## config.mk

```make
export PLATFORM = sky130hd
export DESIGN_NAME = pulse_train_generator
export DESIGN_NICKNAME = d
export VERILOG_FILES = /design/src/rtl/pulse_train_pkg.sv /design/src/rtl/pulse_train_channel.sv /design/src/rtl/pulse_train_generator.sv
export SDC_FILE = /design/constraint.sdc
export NUM_CORES = 1
export LEC_CHECK = 0
export CORE_MARGIN = 2
export CORE_UTILIZATION = 61
export CTS_CLUSTER_DIAMETER = 30
export DETAILED_ROUTE_END_ITERATION = 10
export PLACE_DENSITY_LB_ADDON = 0.12
export SYNTH_ARGS = -nofsm -noshare
export SYNTH_HDL_FRONTEND = slang
export SYNTH_SLANG_ARGS = --single-unit
```

## constraint.sdc

```tcl
create_clock -name clk -period 7.4 [get_ports clk]
set_input_delay 1.48 -clock clk [delete_from_list [all_inputs] [get_ports clk]]
set_output_delay 1.48 -clock clk [all_outputs]
set_load 0.02 [all_outputs]
```

## src/rtl/pulse_train_pkg.sv

```systemverilog
// pulse_train_pkg: shared types and helpers for the pulse train generator.
// pulse_cfg_t is the default-width (8-bit) view of one channel's configuration.
package pulse_train_pkg;

  localparam int PULSE_N = 8;

  typedef enum logic {S_IDLE, S_RUN} pulse_state_t;

  typedef struct packed {
    logic [PULSE_N-1:0] ticks;
    logic [PULSE_N-1:0] count;
    logic [PULSE_N-1:0] width;
  } pulse_cfg_t;

  // A programmed period of zero behaves like a period of one clock.
  function automatic int unsigned ticks_eff(input int unsigned ticks);
    return (ticks == 32'd0) ? 32'd1 : ticks;
  endfunction

endpackage

```

## src/rtl/pulse_train_channel.sv

```systemverilog
// pulse_train_channel: one channel of the pulse train generator.
// Holds the shadow config, the config used by the running train, the period
// and pulse counters and the IDLE/RUN state machine.
// Optional feature macro: PULSE_DUTY_EN (programmable high time).
module pulse_train_channel
  import pulse_train_pkg::*;
#(
  parameter int N = 8
) (
  input  logic         i_clk,
  input  logic         i_rst,
  input  logic         i_ena,
  input  logic         i_wr,
  input  logic [N-1:0] i_ticks,
  input  logic [N-1:0] i_count,
`ifdef PULSE_DUTY_EN
  input  logic [N-1:0] i_width,
`endif
  input  logic         i_start,
  input  logic         i_stop,
  output logic         o_out,
  output logic         o_busy,
  output logic         o_done
);

  localparam logic [N-1:0] L_ONE = N'(1);

  pulse_state_t r_state, w_stateNext;
  logic [N-1:0] r_cnt, w_cntNext;
  logic [N-1:0] r_pulses, w_pulsesNext;
  logic         r_done, w_doneNext;
  logic         w_adopt;

  logic [N-1:0] r_shTicks, r_shCount, r_acTicks, r_acCount;
  logic [N-1:0] w_nxTicks, w_nxCount;
  logic [N-1:0] w_ticksEff;
  logic [N:0]   w_pulsesInc;
  logic         w_run, w_wrap, w_burstEnd;

  // A write in the same cycle as a start or wrap is seen by the run.
  assign w_nxTicks   = i_wr ? i_ticks : r_shTicks;
  assign w_nxCount   = i_wr ? i_count : r_shCount;

  assign w_ticksEff  = N'(ticks_eff(32'(r_acTicks)));
  assign w_run       = (r_state == S_RUN);
  assign w_wrap      = w_run & i_ena & (r_cnt >= (w_ticksEff - L_ONE));
  assign w_pulsesInc = {1'b0, r_pulses} + (N+1)'(1);
  assign w_burstEnd  = (r_acCount != '0) && (w_pulsesInc >= {1'b0, r_acCount});

  // Next-state logic: stop beats start, start beats counting.
  always_comb begin
    w_stateNext  = r_state;
    w_cntNext    = r_cnt;
    w_pulsesNext = r_pulses;
    w_doneNext   = 1'b0;
    w_adopt      = 1'b0;
    if (i_stop) begin
      w_stateNext  = S_IDLE;
      w_cntNext    = '0;
      w_pulsesNext = '0;
    end else if (i_start) begin
      w_stateNext  = S_RUN;
      w_cntNext    = '0;
      w_pulsesNext = '0;
      w_adopt      = 1'b1;
    end else if (w_wrap) begin
      w_cntNext = '0;
      w_adopt   = 1'b1;
      if (w_burstEnd) begin
        w_stateNext  = S_IDLE;
        w_pulsesNext = '0;
        w_doneNext   = 1'b1;
      end else begin
        w_pulsesNext = w_pulsesInc[N-1:0];
      end
    end else if (w_run && i_ena) begin
      w_cntNext = r_cnt + L_ONE;
    end
  end

  // State, counters and the done strobe.
  always_ff @(posedge i_clk or posedge i_rst) begin
    if (i_rst) begin
      r_state  <= S_IDLE;
      r_cnt    <= '0;
      r_pulses <= '0;
      r_done   <= 1'b0;
    end else begin
      r_state  <= w_stateNext;
      r_cnt    <= w_cntNext;
      r_pulses <= w_pulsesNext;
      r_done   <= w_doneNext;
    end
  end

  // Shadow config takes every write; the active copy changes only on start or wrap.
  always_ff @(posedge i_clk or posedge i_rst) begin
    if (i_rst) begin
      r_shTicks <= L_ONE;
      r_shCount <= '0;
      r_acTicks <= L_ONE;
      r_acCount <= '0;
    end else begin
      r_shTicks <= w_nxTicks;
      r_shCount <= w_nxCount;
      if (w_adopt) begin
        r_acTicks <= w_nxTicks;
        r_acCount <= w_nxCount;
      end
    end
  end

`ifdef PULSE_DUTY_EN
  logic [N-1:0] r_shWidth, r_acWidth, w_nxWidth, w_widthEff;

  assign w_nxWidth = i_wr ? i_width : r_shWidth;

  // Width tracks the other config fields.
  always_ff @(posedge i_clk or posedge i_rst) begin
    if (i_rst) begin
      r_shWidth <= L_ONE;
      r_acWidth <= L_ONE;
    end else begin
      r_shWidth <= w_nxWidth;
      if (w_adopt) r_acWidth <= w_nxWidth;
    end
  end

  // Clamp the high time into 1..period so the high phase ends with the period.
  always_comb begin
    w_widthEff = r_acWidth;
    if (r_acWidth == '0) w_widthEff = L_ONE;
    else if (r_acWidth > w_ticksEff) w_widthEff = w_ticksEff;
  end

  assign o_out = w_run & i_ena & (r_cnt >= (w_ticksEff - w_widthEff));
`else
  assign o_out = w_wrap;
`endif

  assign o_busy = w_run;
  assign o_done = r_done;

endmodule

```

## src/rtl/pulse_train_generator.sv

```systemverilog
// pulse_train_generator: CHANNELS independent periodic/burst pulse trains.
// Decodes the config write port into per-channel write enables.
// Optional feature macro: PULSE_DUTY_EN (cfg_width sets the high time).
module pulse_train_generator
  import pulse_train_pkg::*;
#(
  parameter int N        = 8,
  parameter int CHANNELS = 4,
  localparam int CH_W    = (CHANNELS > 1) ? $clog2(CHANNELS) : 1
) (
  input  logic                clk,
  input  logic                rst,
  input  logic                ena,
  input  logic                cfg_wr,
  input  logic [CH_W-1:0]     cfg_ch,
  input  logic [N-1:0]        cfg_ticks,
  input  logic [N-1:0]        cfg_count,
  input  logic [N-1:0]        cfg_width,
  input  logic [CHANNELS-1:0] start,
  input  logic [CHANNELS-1:0] stop,
  output logic [CHANNELS-1:0] out,
  output logic [CHANNELS-1:0] busy,
  output logic [CHANNELS-1:0] done
);

  logic [CHANNELS-1:0] w_wrEn;

`ifndef PULSE_DUTY_EN
  logic [N-1:0] w_unusedWidth;
  assign w_unusedWidth = cfg_width;
`endif

  for (genvar g = 0; g < CHANNELS; g++) begin : g_ch
    // Out-of-range channel indices match no channel, so such writes are dropped.
    assign w_wrEn[g] = cfg_wr && (32'(cfg_ch) == 32'(g));

    pulse_train_channel #(.N(N)) u_ch (
      .i_clk   (clk),
      .i_rst   (rst),
      .i_ena   (ena),
      .i_wr    (w_wrEn[g]),
      .i_ticks (cfg_ticks),
      .i_count (cfg_count),
`ifdef PULSE_DUTY_EN
      .i_width (cfg_width),
`endif
      .i_start (start[g]),
      .i_stop  (stop[g]),
      .o_out   (out[g]),
      .o_busy  (busy[g]),
      .o_done  (done[g])
    );
  end

endmodule

```

# Yosys cells after proc, flatten, opt, wreduce, memory -nomap -nowiden
# Index checks and enable logic that the tools add are counted.
[totals]
output_inout_bits = 12
inputBits = 38
register_bits = 200
word_cells = 188
[classes]
addsub = 12
order_cmp = 8
n_bitwise = 8
n_eq_ne = 3
reduce_logical = 37
mux = 88
[op_table]
columns = ["cell", "count"]
rows = [
  ["$mux 8", 44],
  ["$mux 1", 44],
  ["$add 8x1->9 const B", 4],
  ["$ge 9x8->1", 4],
  ["$add 8x1->8 const B", 4],
  ["$ge 8x8->1", 4],
  ["$logic_not 8->1", 4],
  ["$reduce_bool 8->1", 4],
  ["$sub 8x1->8 const B", 4],
  ["$reduce_bool 3->1", 8],
  ["$reduce_bool 4->1", 4],
  ["$logic_and 1x1->1", 12],
  ["$and 1x1->1", 8],
  ["$reduce_and 2->1", 4],
  ["$eq 2x2->1 const B", 2],
  ["$eq 2x1->1 const B", 1],
  ["$logic_not 2->1", 1],
]

# Depth between registers and ports, before layout
[depth]
depth_word = 8
mapped_depth = 16
mapped_depth_nobuf = 16

# Cells and area by module
# Synthesis repeated with hierarchy kept, for this count alone.
[unflattened]
hier_cells = 987
hier_area_um2 = 10860.4
[by_module_without_submodules]
columns = ["module", "instances", "area_per_inst_um2", "cells_each", "seq_area_each_um2"]
rows = [
  ["pulse_train_channel (g_ch[0].u_ch ...)", 3, 2697.6, 244, 1253.7],
  ["pulse_train_channel (g_ch[1].u_ch)", 1, 2730.1, 251, 1253.7],
  ["pulse_train_generator", 1, 37.5, 4, 0.0],
]

# Worst setup path before layout
# OpenSTA, ideal clock, no wires.
[synth_timing]
path_kind = "flip-flop to output port"
start = "reg g_ch[0].u_ch.r_acTicks[3]"
end = "out out[0]"
stages_incl_launch_ff = 16
n_path_buf = 2
t_required_ps = 5920
t_arrival_ps = 3232
slack_ps = 2688
path_cell_list = "dfrtp_1 > or3_1 > or4_1 > o21bai_1 > inv_1 > ha_1 > nor3b_1 > xnor2_1 > ha_1 > a21o_1 > a21oi_1 > o211a_1 > or2_4 > buf_4 > inv_2 > buf_4"
[synth_via]
elab_chain_len = 5
[synth_lines]
columns = ["item", "line", "rtl"]
rows = [
  ["from (decl)", "pulse_train_channel.sv:34", "logic [N-1:0] r_shTicks, r_shCount, r_acTicks, r_acCount;"],
  ["from (signal assigned)", "pulse_train_channel.sv:107", "r_acTicks <= w_nxTicks;"],
  ["$logic_not 8->1", "pulse_train_pkg.sv:17", "return (ticks == 32'd0) ? 32'd1 : ticks;"],
  ["$mux 8 (*)", "pulse_train_pkg.sv:17", ""],
  ["$sub 8x1->8 (*)", "pulse_train_channel.sv:46", "assign w_wrap = w_run & i_ena & (r_cnt >= (w_ticksEff - L_ONE));"],
  ["$ge 8x8->1 (*)", "pulse_train_channel.sv:46", ""],
  ["$and 1x1->1 (*)", "pulse_train_channel.sv:46", ""],
  ["to (decl)", "pulse_train_generator.sv:21", "output logic [CHANNELS-1:0] out,"],
]
# Every way passes the cells marked *; elsewhere a longest branch is shown, timed or not.

# Worst setup path in the final report
# Same ends and word-level chain as after synthesis.

==> impl_metrics.tcl <==
set metrics [dict create \
    syn_to_final_growth_pct 10.8 \
    setup_viol 0 \
    irDropWorstVdd_mv 0.219 \
    root_buffer "clkbuf_16" \
    track_usage_pct 24.5 \
    path_clk_slew_ns 0.07 \
    dr.pass1.iters 4 \
    ctsHoldBuffers 0 \
    finalClockSkew_ns 0.00991 \
    drive_gt1_share_pct 19.4 \
    cts_made_buffers 17 \
    coreArea_um2 17200 \
    yosysTopAreaCell "dfrtp_1" \
    worstSetupEndpointType "output port" \
    grt_pass1_vias 7227 \
    grt_max_degree 129 \
    max-cap-violations 0 \
    crit_fanout 11 \
    synthAdderAreaFrac_pct 8.85 \
    io_buffers 41 \
    yosysMostFrequentCell "dfrtp_1" \
    yosysWarnings 0 \
    post_cts_resized 0 \
    synth_area_um2 10700 \
    synth_compound_area_share_pct 8.98 \
    slew_violations 0 \
    setup-tns-final_ns 0 \
    final_antenna_net_count 0 \
    synth_xor_area_share_pct 5.38 \
    antenna_cells 0 \
    yosysUniqueCellTypes 66 \
    grt_first_pass_wirelength_mm 36.0 \
    drcViolationCount 0 \
    antenna_found_initial 0 \
    period_needed_ns 5.86 \
    clockBufferDepth 2 \
    synth.top_cell.area_share_pct 44.7 \
    worst_pin_slew_ns 1.16 \
    grt-ovfl-total 0 \
    drt-total-wl_mm 21.4 \
    gp_congestion 0.817 \
    synthSimpleGateAreaFrac_pct 12.8 \
    die_h_um 137 \
    startpoint_type "register" \
    crit_required_ns 5.92 \
    status "completed" \
    yosysSeqAreaShare_pct 46.7 \
    clock.fmax_ghz 0.171 \
    die_w_um 137 \
    cts.sinks 200 \
    power_density_nw_per_um2 256 \
    hold_viol_final 0 \
    dp_hpwl_mm 14.5 \
    synth-seq-cells 200 \
    wl_per_cell_um 17.4 \
    synth_ff_type "dfrtp_1" \
    final_nets 1105 \
    cts_tree "yes" \
    power_mw 3.05 \
    clock_latency_ns 0.44 \
    holdWs_ns 0.493 \
    io_pins 50 \
    syn_inst 958 \
    synthTopCellsByCount "192 x dfrtp_1, 130 x mux2_2, 76 x ha_1" \
    cp.arrival_ns 4.38 \
    cts_setup_buffers 0 \
    cts-htree-levels 4 \
    num_vias 7265 \
    syn_nets 1072 \
    num_rows 48 \
    leakagePower_nw 5.42 \
    relSlewSlack_pct 22.0 \
    post_drt_via_cell_ratio 5.91 \
    hold_path_class "reg -> reg" \
    die-area_um2 18700 \
    rsz0062_at_grt "no" \
    synth_top_family_by_area "multiplexers" \
    initial_core_util_pct 62.3 \
    synth.avg_cell_area_um2 11.2 \
    fin_crit_sh_pct 79.2 \
    drtIter0Drc 398 \
    synth-async-reset-ratio_pct 100 \
    critical_path_class "reg -> out" \
    synth.area.mux_share_pct 13.6 \
    synth_enable_flop_cells 0 \
    synth_area_leaders "dfrtp_1 45%, mux2_2 14%, ha_1 8.9%" \
]
## sequential cells by signal (all words and copies together) (netlist names)
register             flops
g_ch.u_ch.o_busy         4
g_ch.u_ch.o_done         4
g_ch.u_ch.r_acCount     32
g_ch.u_ch.r_acTicks     32
g_ch.u_ch.r_cnt         32
g_ch.u_ch.r_pulses      32
g_ch.u_ch.r_shCount     32
g_ch.u_ch.r_shTicks     32
## power by group
group	switching, mW	leakage, nW	total (mW)	internal (mW)
clock	0.426	0.315	1.02	0.590
combinational	0.307	2.59	0.627	0.320
sequential	0.132	2.51	1.40	1.27
## critical path: stages, from the launching register on
cell and delay (ns):
dfrtp_1 0.41, or3_1 0.42, or4_1 0.42, o21bai_1 0.24
inv_1 0.10, ha_1 0.24, nor3b_1 0.17, xnor2_1 0.13
ha_1 0.32, a21o_1 0.18, a21oi_1 0.26, o211a_1 0.20
or2_4 0.20, inv_2 0.10, clkdlybuf4s50_1 0.55
## worst paths after layout
check | start | endpoint | slack (ns) | depth (start not counted)
max | g_ch[0].u_ch.r_acTicks[3]$_DFFE_PP0P_ | out[0] | 1.54 | 14
min | g_ch[3].u_ch.r_shTicks[2]$_DFF_PP0_ | g_ch[3].u_ch.r_shTicks[2]$_DFF_PP0_ | 0.49 | 1
max reg2reg | g_ch[1].u_ch.r_acTicks[3]$_DFFE_PP0P_ | g_ch[1].u_ch.r_acCount[7]$_DFFE_PP0P_ | 3.07 | 15
min reg2reg | g_ch[3].u_ch.r_shTicks[2]$_DFF_PP0_ | g_ch[3].u_ch.r_shTicks[2]$_DFF_PP0_ | 0.49 | 1
max in group asynchronous | rst | g_ch[1].u_ch.r_acCount[7]$_DFFE_PP0P_ | 4.28 | 3
min in group asynchronous | rst | g_ch[3].u_ch.r_cnt[5]$_DFFE_PP0P_ | 1.60 | 2
## cells in the final DEF (no fill, tap or decap), types with 4 or more instances in the layout
cell,count
xnor2_1,38
nand2_1,60
a31oi_1,10
nor2_1,58
dfstp_2,8
nor3_1,12
dfrtp_1,192
nand3_1,39
a21o_1,8
mux2_2,130
nor4_1,15
xor2_1,28
o211ai_1,5
clkdlybuf4s50_1,41
nand2b_1,9
or2_2,6
a21oi_1,36
and3_1,16
o21ai_0,20
bufinv_16,4
or4_1,6
or3_1,5
inv_1,53
nand3b_1,5
inv_6,5
a22o_1,12
o21bai_1,4
ha_1,76
nand4_1,17
clkbuf_16,17
o21a_1,6
nor2b_1,10
## routing by layer
| layer | routed length, um | vias up | GRT usage, % | share of wire (%) |
|---|---|---|---|---|
| li1 | - | 3489 | - | - |
| met3 | 694 | 21 | 4.78 | 3.2 |
| met5 | 0 | - | 0 | 0 |
| met1 | 10100 | 3668 | 33.8 | 47 |
| met4 | 215 | 0 | 5.67 | 1.0 |
| met2 | 10400 | 87 | 40.1 | 49 |
## cell type report
type | count | area [um^2]
clock buffer | 19 | 453
clock inverter | 13 | 190
fill | 1270 | 5330
inverter | 55 | 214
multi-input combinational | 674 | 5330
sequential | 200 | 5010
tap | 225 | 282
timing repair buffer | 43 | 425
## cell families after synthesis
kind of cell	Yosys count
adder cells (fa/ha/maj)	76
XOR/XNOR	66
buffers and inverters	84
AND/OR/NAND/NOR	270
multiplexers	130
flip-flops	200
AO/OA/AOI/OAI	132
## metrics by stage
step / std cells / area [um^2] / setup slack [ns] / util [%]
4_1_cts: 1229 / 11900 / 1.55 / 69.1
3_3_place_gp: 1197 / 11300 / 2.00 / 65.3
6_report: 1229 / 11900 / 1.54 / 69.1
5_1_grt: 1229 / 11900 / 1.28 / 69.1
2_1_floorplan: 958 / 10700 / 0.479 / -
3_5_place_dp: 1197 / 11300 / 2.00 / 65.3
Note: power is estimated with default switching activity, not from simulation.
